$ cat config.mk
export PLATFORM = sky130hd
export DESIGN_NAME = vc_state_tracker
export DESIGN_NICKNAME = d
export VERILOG_FILES = /design/src/rtl/vc_state_tracker.sv
export SDC_FILE = /design/constraint.sdc
export NUM_CORES = 1
export LEC_CHECK = 0
export CAP_MARGIN = 30
export CORE_AREA = 2 2 157 128
export CTS_BUF_LIST = sky130_fd_sc_hd__clkbuf_16
export DETAILED_ROUTE_END_ITERATION = 6
export DIE_AREA = 0 0 159 130
export PLACE_DENSITY = 0.82
export RECOVER_POWER = 100
export SETUP_SLACK_MARGIN = 0.4
export SLEW_MARGIN = 20
export SYNTH_ARGS = -nofsm -noshare
export SYNTH_HDL_FRONTEND = slang
export SYNTH_SLANG_ARGS = --single-unit
$ cat constraint.sdc
create_clock -name clk -period 2.9 [get_ports clk]
set_input_delay 0.58 -clock clk [delete_from_list [all_inputs] [get_ports clk]]
set_output_delay 0.58 -clock clk [all_outputs]
set_load 0.05 [all_outputs]
$ cat src/rtl/vc_state_tracker.sv
// vc_state_tracker
// Registered per-output-port, per-VC lifecycle and credit tracker.
// Every VC on every output port has a three-state lifecycle
// (IDLE -> ACTIVE -> WAIT_FREE -> IDLE) and a downstream credit counter.
// Events arrive as valid-qualified one-cycle pulses (valid high = event
// happens at the next posedge). There is no ready and no back-pressure:
// every presented event is consumed, and illegal ones are recorded in a
// sticky per-port error flag.
// All outputs are decoded from registered state only. An event in cycle t
// is therefore visible in cycle t+1, and no input reaches an output
// combinationally.
module vc_state_tracker #(
    parameter  int NUM_PORTS = 5,
    parameter  int NUM_VCS   = 4,
    parameter  int BUF_DEPTH = 4,
    localparam int VW        = $clog2(NUM_VCS),
    localparam int CW        = $clog2(BUF_DEPTH + 1),
    localparam int FCW       = $clog2(NUM_VCS + 1)
) (
    input  logic                           clk,
    input  logic                           rst_n,
    input  logic [NUM_PORTS-1:0]           alloc_valid,
    input  logic [NUM_PORTS*VW-1:0]        alloc_vc,
    input  logic [NUM_PORTS-1:0]           send_valid,
    input  logic [NUM_PORTS*VW-1:0]        send_vc,
    input  logic [NUM_PORTS-1:0]           send_tail,
    input  logic [NUM_PORTS-1:0]           cred_valid,
    input  logic [NUM_PORTS*VW-1:0]        cred_vc,
    input  logic [NUM_PORTS-1:0]           cred_free,
    output logic [NUM_PORTS*NUM_VCS-1:0]   vc_available,
    output logic [NUM_PORTS*NUM_VCS-1:0]   credit_avail,
    output logic [NUM_PORTS*VW-1:0]        next_free_vc,
    output logic [NUM_PORTS-1:0]           next_free_valid,
    output logic [NUM_PORTS*FCW-1:0]       free_vc_count,
    output logic [NUM_PORTS-1:0]           err_sticky,
    // Debug view of every VC lifecycle state, 2 bits per VC at [(p*NUM_VCS+v)*2+:2]
    output logic [NUM_PORTS*NUM_VCS*2-1:0] vc_state_dbg
);

    typedef enum logic [1:0] {
        ST_IDLE      = 2'd0,
        ST_ACTIVE    = 2'd1,
        ST_WAIT_FREE = 2'd2
    } vc_state_e;

    vc_state_e            state_q [NUM_PORTS][NUM_VCS];
    vc_state_e            state_d [NUM_PORTS][NUM_VCS];
    logic [CW-1:0]        cred_q  [NUM_PORTS][NUM_VCS];
    logic [CW-1:0]        cred_d  [NUM_PORTS][NUM_VCS];
    logic [NUM_PORTS-1:0] err_q;
    logic [NUM_PORTS-1:0] err_d;

    // A VC id is usable only if it names an existing VC (matters when NUM_VCS is not a power of 2).
    function automatic logic id_ok(input logic [VW-1:0] id);
        return ({1'b0, id} < (VW + 1)'(NUM_VCS));
    endfunction

    // State register: reset puts every VC IDLE with a full credit count and clears errors.
    always_ff @(posedge clk or negedge rst_n) begin
        if (!rst_n) begin
            for (int p = 0; p < NUM_PORTS; p++) begin
                for (int v = 0; v < NUM_VCS; v++) begin
                    state_q[p][v] <= ST_IDLE;
                    cred_q[p][v]  <= CW'(BUF_DEPTH);
                end
            end
            err_q <= '0;
        end else begin
            state_q <= state_d;
            cred_q  <= cred_d;
            err_q   <= err_d;
        end
    end

    // Next-state: resolve alloc/send/credit events per VC against start-of-cycle state.
    always_comb begin
        logic [VW-1:0] a_id;
        logic [VW-1:0] s_id;
        logic [VW-1:0] c_id;
        logic          a_ok;
        logic          s_ok;
        logic          c_ok;
        logic          a_hit;
        logic          s_hit;
        logic          c_hit;
        logic          f_hit;
        a_id    = '0;
        s_id    = '0;
        c_id    = '0;
        a_ok    = 1'b0;
        s_ok    = 1'b0;
        c_ok    = 1'b0;
        a_hit   = 1'b0;
        s_hit   = 1'b0;
        c_hit   = 1'b0;
        f_hit   = 1'b0;
        state_d = state_q;
        cred_d  = cred_q;
        err_d   = err_q;
        for (int p = 0; p < NUM_PORTS; p++) begin
            a_id = alloc_vc[p*VW+:VW];
            s_id = send_vc[p*VW+:VW];
            c_id = cred_vc[p*VW+:VW];
            a_ok = id_ok(a_id);
            s_ok = id_ok(s_id);
            c_ok = id_ok(c_id);
            // An out-of-range id drops the whole event and only raises the error.
            if ((alloc_valid[p] && !a_ok) || (send_valid[p] && !s_ok) ||
                (cred_valid[p] && !c_ok)) begin
                err_d[p] = 1'b1;
            end
            for (int v = 0; v < NUM_VCS; v++) begin
                a_hit = alloc_valid[p] && a_ok && (a_id == VW'(v));
                s_hit = send_valid[p]  && s_ok && (s_id == VW'(v));
                c_hit = cred_valid[p]  && c_ok && (c_id == VW'(v));
                f_hit = c_hit && cred_free[p];
                // Lifecycle: an event illegal for the current state is dropped and flagged.
                unique case (state_q[p][v])
                    ST_IDLE: begin
                        if (a_hit) state_d[p][v] = ST_ACTIVE;
                        if (s_hit || f_hit) err_d[p] = 1'b1;
                    end
                    ST_ACTIVE: begin
                        if (s_hit && send_tail[p]) state_d[p][v] = ST_WAIT_FREE;
                        if (a_hit || f_hit) err_d[p] = 1'b1;
                    end
                    ST_WAIT_FREE: begin
                        if (f_hit) state_d[p][v] = ST_IDLE;
                        if (a_hit || s_hit) err_d[p] = 1'b1;
                    end
                    default: begin
                        state_d[p][v] = ST_IDLE;
                        err_d[p]      = 1'b1;
                    end
                endcase
                // Credits move independently of the lifecycle; a same-cycle send and return cancel.
                if (c_hit && !s_hit) begin
                    if (cred_q[p][v] == CW'(BUF_DEPTH)) err_d[p] = 1'b1;
                    else cred_d[p][v] = cred_q[p][v] + CW'(1);
                end else if (s_hit && !c_hit) begin
                    if (cred_q[p][v] == '0) err_d[p] = 1'b1;
                    else cred_d[p][v] = cred_q[p][v] - CW'(1);
                end
            end
        end
    end

    // Output decode from registered state: availability, credit flags, lowest free VC, popcount.
    always_comb begin
        logic [FCW-1:0] cnt;
        logic [VW-1:0]  enc;
        logic           idle;
        cnt             = '0;
        enc             = '0;
        idle            = 1'b0;
        vc_available    = '0;
        credit_avail    = '0;
        next_free_vc    = '0;
        next_free_valid = '0;
        free_vc_count   = '0;
        vc_state_dbg    = '0;
        for (int p = 0; p < NUM_PORTS; p++) begin
            cnt = '0;
            enc = '0;
            // Walk downward so the lowest-index IDLE VC is the one left in enc.
            for (int v = NUM_VCS - 1; v >= 0; v--) begin
                idle = (state_q[p][v] == ST_IDLE);
                vc_available[p*NUM_VCS+v]     = idle;
                credit_avail[p*NUM_VCS+v]     = (cred_q[p][v] != '0);
                vc_state_dbg[(p*NUM_VCS+v)*2+:2] = state_q[p][v];
                if (idle) begin
                    enc                = VW'(v);
                    cnt                = cnt + FCW'(1);
                    next_free_valid[p] = 1'b1;
                end
            end
            next_free_vc[p*VW+:VW]    = enc;
            free_vc_count[p*FCW+:FCW] = cnt;
        end
    end

    assign err_sticky = err_q;

endmodule

; ---- After elaboration in Yosys (flattened, before gate mapping)
; Cells that the tools add are included.
[totals]
word_cells = 1056
mem_count = 0
out_inout_bits = 115
input_bits = 57
regBits = 105
mem_bits_ro = 0
ramBits = 0
latchBits = 0
[classes]
muxes = 380
n_reduce_logical = 375
n_eq_ne = 205
order_cmp = 0
n_shift = 0
div_mod_pow = 0
bitwise_logic = 0
n_addsub = 55
n_mul = 0
[ops]
columns = operator, count
row1 = 2-to-1 mux 3 bit, 95
row2 = 2-to-1 mux 1 bit, 165
row3 = 2-to-1 mux 2 bit, 80
row4 = "inequality test 2 bit, second input constant", 80
row5 = logical AND 1 bit, 140
row6 = case mux 2 bit (3 select lines), 20
row7 = AND reduction 3 bit, 40
row8 = "equality test 2 bit, second input constant", 50
row9 = "adder 3 x 1 -> 3 bit, second input constant", 30
row10 = "equality test 2 x 1 -> 1 bit, second input constant", 35
row11 = zero test 2 bit, 35
row12 = "equality test 3 bit, second input constant", 20
row13 = zero test 3 bit, 20
row14 = logical OR 1 bit, 60
row15 = case mux 1 bit (3 select lines), 20
row16 = nonzero test 3 bit, 20
row17 = "subtractor 3 x 1 -> 3 bit, second input constant", 20
row18 = zero test 1 bit, 40
row19 = "inequality test 2 x 1 -> 1 bit, second input constant", 20
row20 = nonzero test 2 bit, 20
row21 = "adder 1 x 1 -> 2 bit, second input constant", 5

; ---- Longest topological paths before layout
[logic_depth]
depth_word = 24
depth_mapped = 10
depth_no_buf = 9

; ---- Worst setup path after synthesis
; Ideal clock, no wire load.
[synth_path]
path_type = register -> output
startpoint = register state_q (netlist bit vc_state_dbg[20])
endpoint = output free_vc_count[8]
path_buffers = 0
path_slack_ns = -0.336
path_stages_with_launch = 9
arrival_ns = 2.656
t_required_ns = 2.320
cell_sequence = dfrtp_1 -> inv_1 -> ha_1 -> inv_1 -> ha_1 -> xor2_1 -> ha_1 -> nand2_1 -> xor2_1
[synth_between]
elab_chain_len = 6
[synth_rtl]
columns = item, line_no
row1 = "start, declared", 46  ; vc_state_e state_q [NUM_PORTS][NUM_VCS];
row2 = "start signal, assigned", 69  ; state_q <= state_d;
row3 = zero test 2 bit (*), 167  ; idle = (state_q[p][v] == ST_IDLE);
row4 = 2-to-1 mux 3 bit (*), 171  ; if (idle) begin
row5 = adder 3 x 1 -> 3 bit, 173  ; cnt = cnt + FCW'(1);
row6 = 2-to-1 mux 3 bit (*), 171
row7 = adder 3 x 1 -> 3 bit, 173
row8 = 2-to-1 mux 3 bit (*), 171
row9 = "end, declared", 34  ; output logic [NUM_PORTS*FCW-1:0] free_vc_count,
; Every way passes the cells marked *; elsewhere a longest branch is shown, timed or not.

; ---- Worst setup path in the final report
[layout_path]
startpoint = register state_q (netlist bit vc_state_dbg[22])
endpoint = output free_vc_count[7]
[layout_between]
elab_chain_len = 8
[layout_rtl]
columns = item, line_no
row1 = zero test 2 bit (*), 167
row2 = 2-to-1 mux 1 bit (*), 171
row3 = adder 1 x 1 -> 2 bit, 173
row4 = 2-to-1 mux 3 bit (*), 171
row5 = adder 3 x 1 -> 3 bit, 173
row6 = 2-to-1 mux 3 bit (*), 171
row7 = adder 3 x 1 -> 3 bit, 173
row8 = 2-to-1 mux 3 bit (*), 171
; Marks and branches as above.

==> results.json <==
{
  "ys_seq_elements": 105,
  "outcome": "completed",
  "cp.required_ns": 2.32,
  "portBuffers": 171,
  "max-slew-margin-rel_pct": 12.4,
  "start_util_pct": 54.3,
  "dr_total_vias": 9883,
  "layout_common_cells": "133 x nor2_1, 133 x ha_1, 132 x nand2_1",
  "layout-drive-gt1-share_pct": 21.6,
  "synth_area_um2": 10500,
  "syn_area_per_cell_um2": 8.24,
  "post-route-min-period_ns": 2.82,
  "dp_hpwl_mm": 18.8,
  "clock_sinks": 105,
  "io_pins": 172,
  "critPathLaunchType": "register",
  "path_common_cell": "ha_4",
  "wire_per_inst_um": 15.7,
  "antenna_found_initial": 0,
  "setup_viol": 0,
  "antenna_left": 0,
  "track_usage_pct": 25.5,
  "worstMarginPinSlew_ns": 1.31,
  "grt_max_degree": 50,
  "max_freq_ghz": 0.355,
  "cp_slowest_cell": "dfrtp_2",
  "syn2layout_area_growth_pct": 33.5,
  "cpPeakStageDelay_ns": 0.43,
  "crit_chain": "inv_2, ha_4, inv_4, ha_4, xor2_4, ha_4, mux2_4, buf_6",
  "core_um2": 19300,
  "grt_setup_unrepaired": "yes",
  "path_clk_slew_ns": 0.08,
  "ys_seq_area_share_pct": 25.3,
  "utilization_pct": 72.4,
  "rrSetupSlack_ns": 0.56,
  "die_x_um": 159,
  "ys.flop_type": "dfrtp_1",
  "grt_use_met2_pct": 43.9,
  "syn-num-nets": 1515,
  "rows": 46,
  "grt-ovfl-total": 0,
  "cts.path.max_buffers": 2,
  "crit_fanout": 4,
  "cts_buffers": 9,
  "synth.distinct_cells": 61,
  "cts_tree": "yes",
  "drc": 0,
  "cts-root-buf": "clkbuf_16",
  "hold_viol": 0,
  "min_period_over_period_pct": 97.1,
  "r2r_cells": 6,
  "worst_ep_arrival_time_ns": 2.24,
  "cap_viol_max_count": 0,
  "setup_tns_ns": 0,
  "antenna_cells": 0,
  "grt_pass1_vias": 9237,
  "drt_wl_total_mm": 27.8,
  "synth_edf_count": 0,
  "grt_util_met1_pct": 33.4,
  "drt_iter0_markers": 737,
  "met3_usage_pct": 4.45,
  "critPathKind": "reg -> out",
  "h-tree-depth": 3,
  "skew_ns": 0.00855,
  "top_usage_layer": "met2",
  "synth-warning-count": 0,
  "fp.dieH_um": 130,
  "routabilityCongestion": 0.895,
  "die_area_um2": 20700,
  "drt-pass1-iter-count": 5,
  "nets": 1745,
  "hold_path_class": "in -> async",
  "avgViaCountPerCell": 5.57,
  "slew_viol_final": 0,
  "synthCells": 1274,
  "async_flop_share_pct": 100,
  "critPathCaptureType": "primary output",
  "clock_insertion_delay_worst_skew_ns": 0.36,
  "grt_pass1_wl_mm": 44.0
}
## area by class of cell
cell class | instances | area, µm²
Clock buffer | 9 | 225
Clock inverter | 7 | 52.6
Fill cell | 1414 | 5330
Inverter | 126 | 513
Multi-Input combinational cell | 980 | 7740
Sequential cell | 105 | 2690
Tap cell | 264 | 330
Timing Repair Buffer | 282 | 2460
## critical path, delay by kind of cell, from the launching register on
family	cells	cell delay [ns]
buffers and inverters	3	0.29
muxes	1	0.26
xor gates and xnor gates	1	0.19
DFF	1	0.43
adders and majority gates	3	0.70
## synthesized netlist by cell type (all sizes together) (17+ instances only)
cell | number | area (µm²)
nor2 | 138 | 518
dfstp | 20 | 526
nor3b | 25 | 193
o22a | 25 | 219
nand2 | 137 | 514
o21ai | 71 | 355
mux2 | 17 | 191
inv | 126 | 473
nor3 | 19 | 100
clkbuf | 42 | 158
nand3 | 24 | 120
buf | 21 | 155
xor2 | 35 | 307
fa | 20 | 400
a22oi | 21 | 158
or3 | 20 | 125
a21o | 22 | 165
a21oi | 90 | 450
ha | 164 | 2050
nor4 | 18 | 113
a22o | 22 | 193
dfrtp | 85 | 2130
## kinds of logic (layout without fill, tap and decap cells)
family	count (synthesis)	in the layout	share of synthesized area, %
AOI/OAI and AO/OA	296	296	18.4
xor gates and xnor gates	35	35	2.92
adders and majority gates	184	184	23.4
buffers and inverters	189	424	7.48
DFF	105	105	25.3
muxes	18	18	1.92
and+or+nand+nor	447	447	20.6
## flip-flops by register name, indices dropped and copies added (netlist names)
| signal | cells |
|---|---|
| vc_state_dbg | 40 |
| cred_q | 60 |
| err_sticky | 5 |
## final timing paths
check,endpoint,from
setup reg to reg,err_sticky[2],vc_state_dbg[16]
hold reg to reg,cred_q[20],cred_q[20]
min in group clk,cred_q[20],cred_q[20]
setup / recovery,free_vc_count[7],vc_state_dbg[22]
hold / removal,cred_q[54],rst_n
max in group asynchronous,cred_q[9],rst_n
## metrics by stage
| step | setup slack (ns) | hold slack (ns) | area (µm²) | instances |
|---|---|---|---|---|
| 3_5_place_dp | 0.00344 | 0.534 | 13000 | 1662 |
| 2_1_floorplan | 0.312 | 0.284 | 11100 | 1274 |
| 6_report | 0.0828 | 0.476 | 14000 | 1773 |
| 4_1_cts | 0.123 | 0.254 | 14000 | 1748 |
| 5_1_grt | 0.0197 | 0.577 | 14000 | 1773 |
| 3_3_place_gp | 0.127 | 0.518 | 13000 | 1662 |
## layer usage
metal  share of wire (%)  up-vias
met5                   0        -
met4                 1.6        0
met3                 5.2       41
met2                  48      300
met1                  45     4713
li1                    -     4829
## what timing repair did
item	in CTS	in global routing
pin swaps	26	19
endpoints found under the setup margin	46	45
gates resized for setup	93	50
hold buffers	0	0
setup buffers	70	25
Power is not shown: default switching activity piles up to over one toggle a cycle in this logic, so the estimate is an artifact.
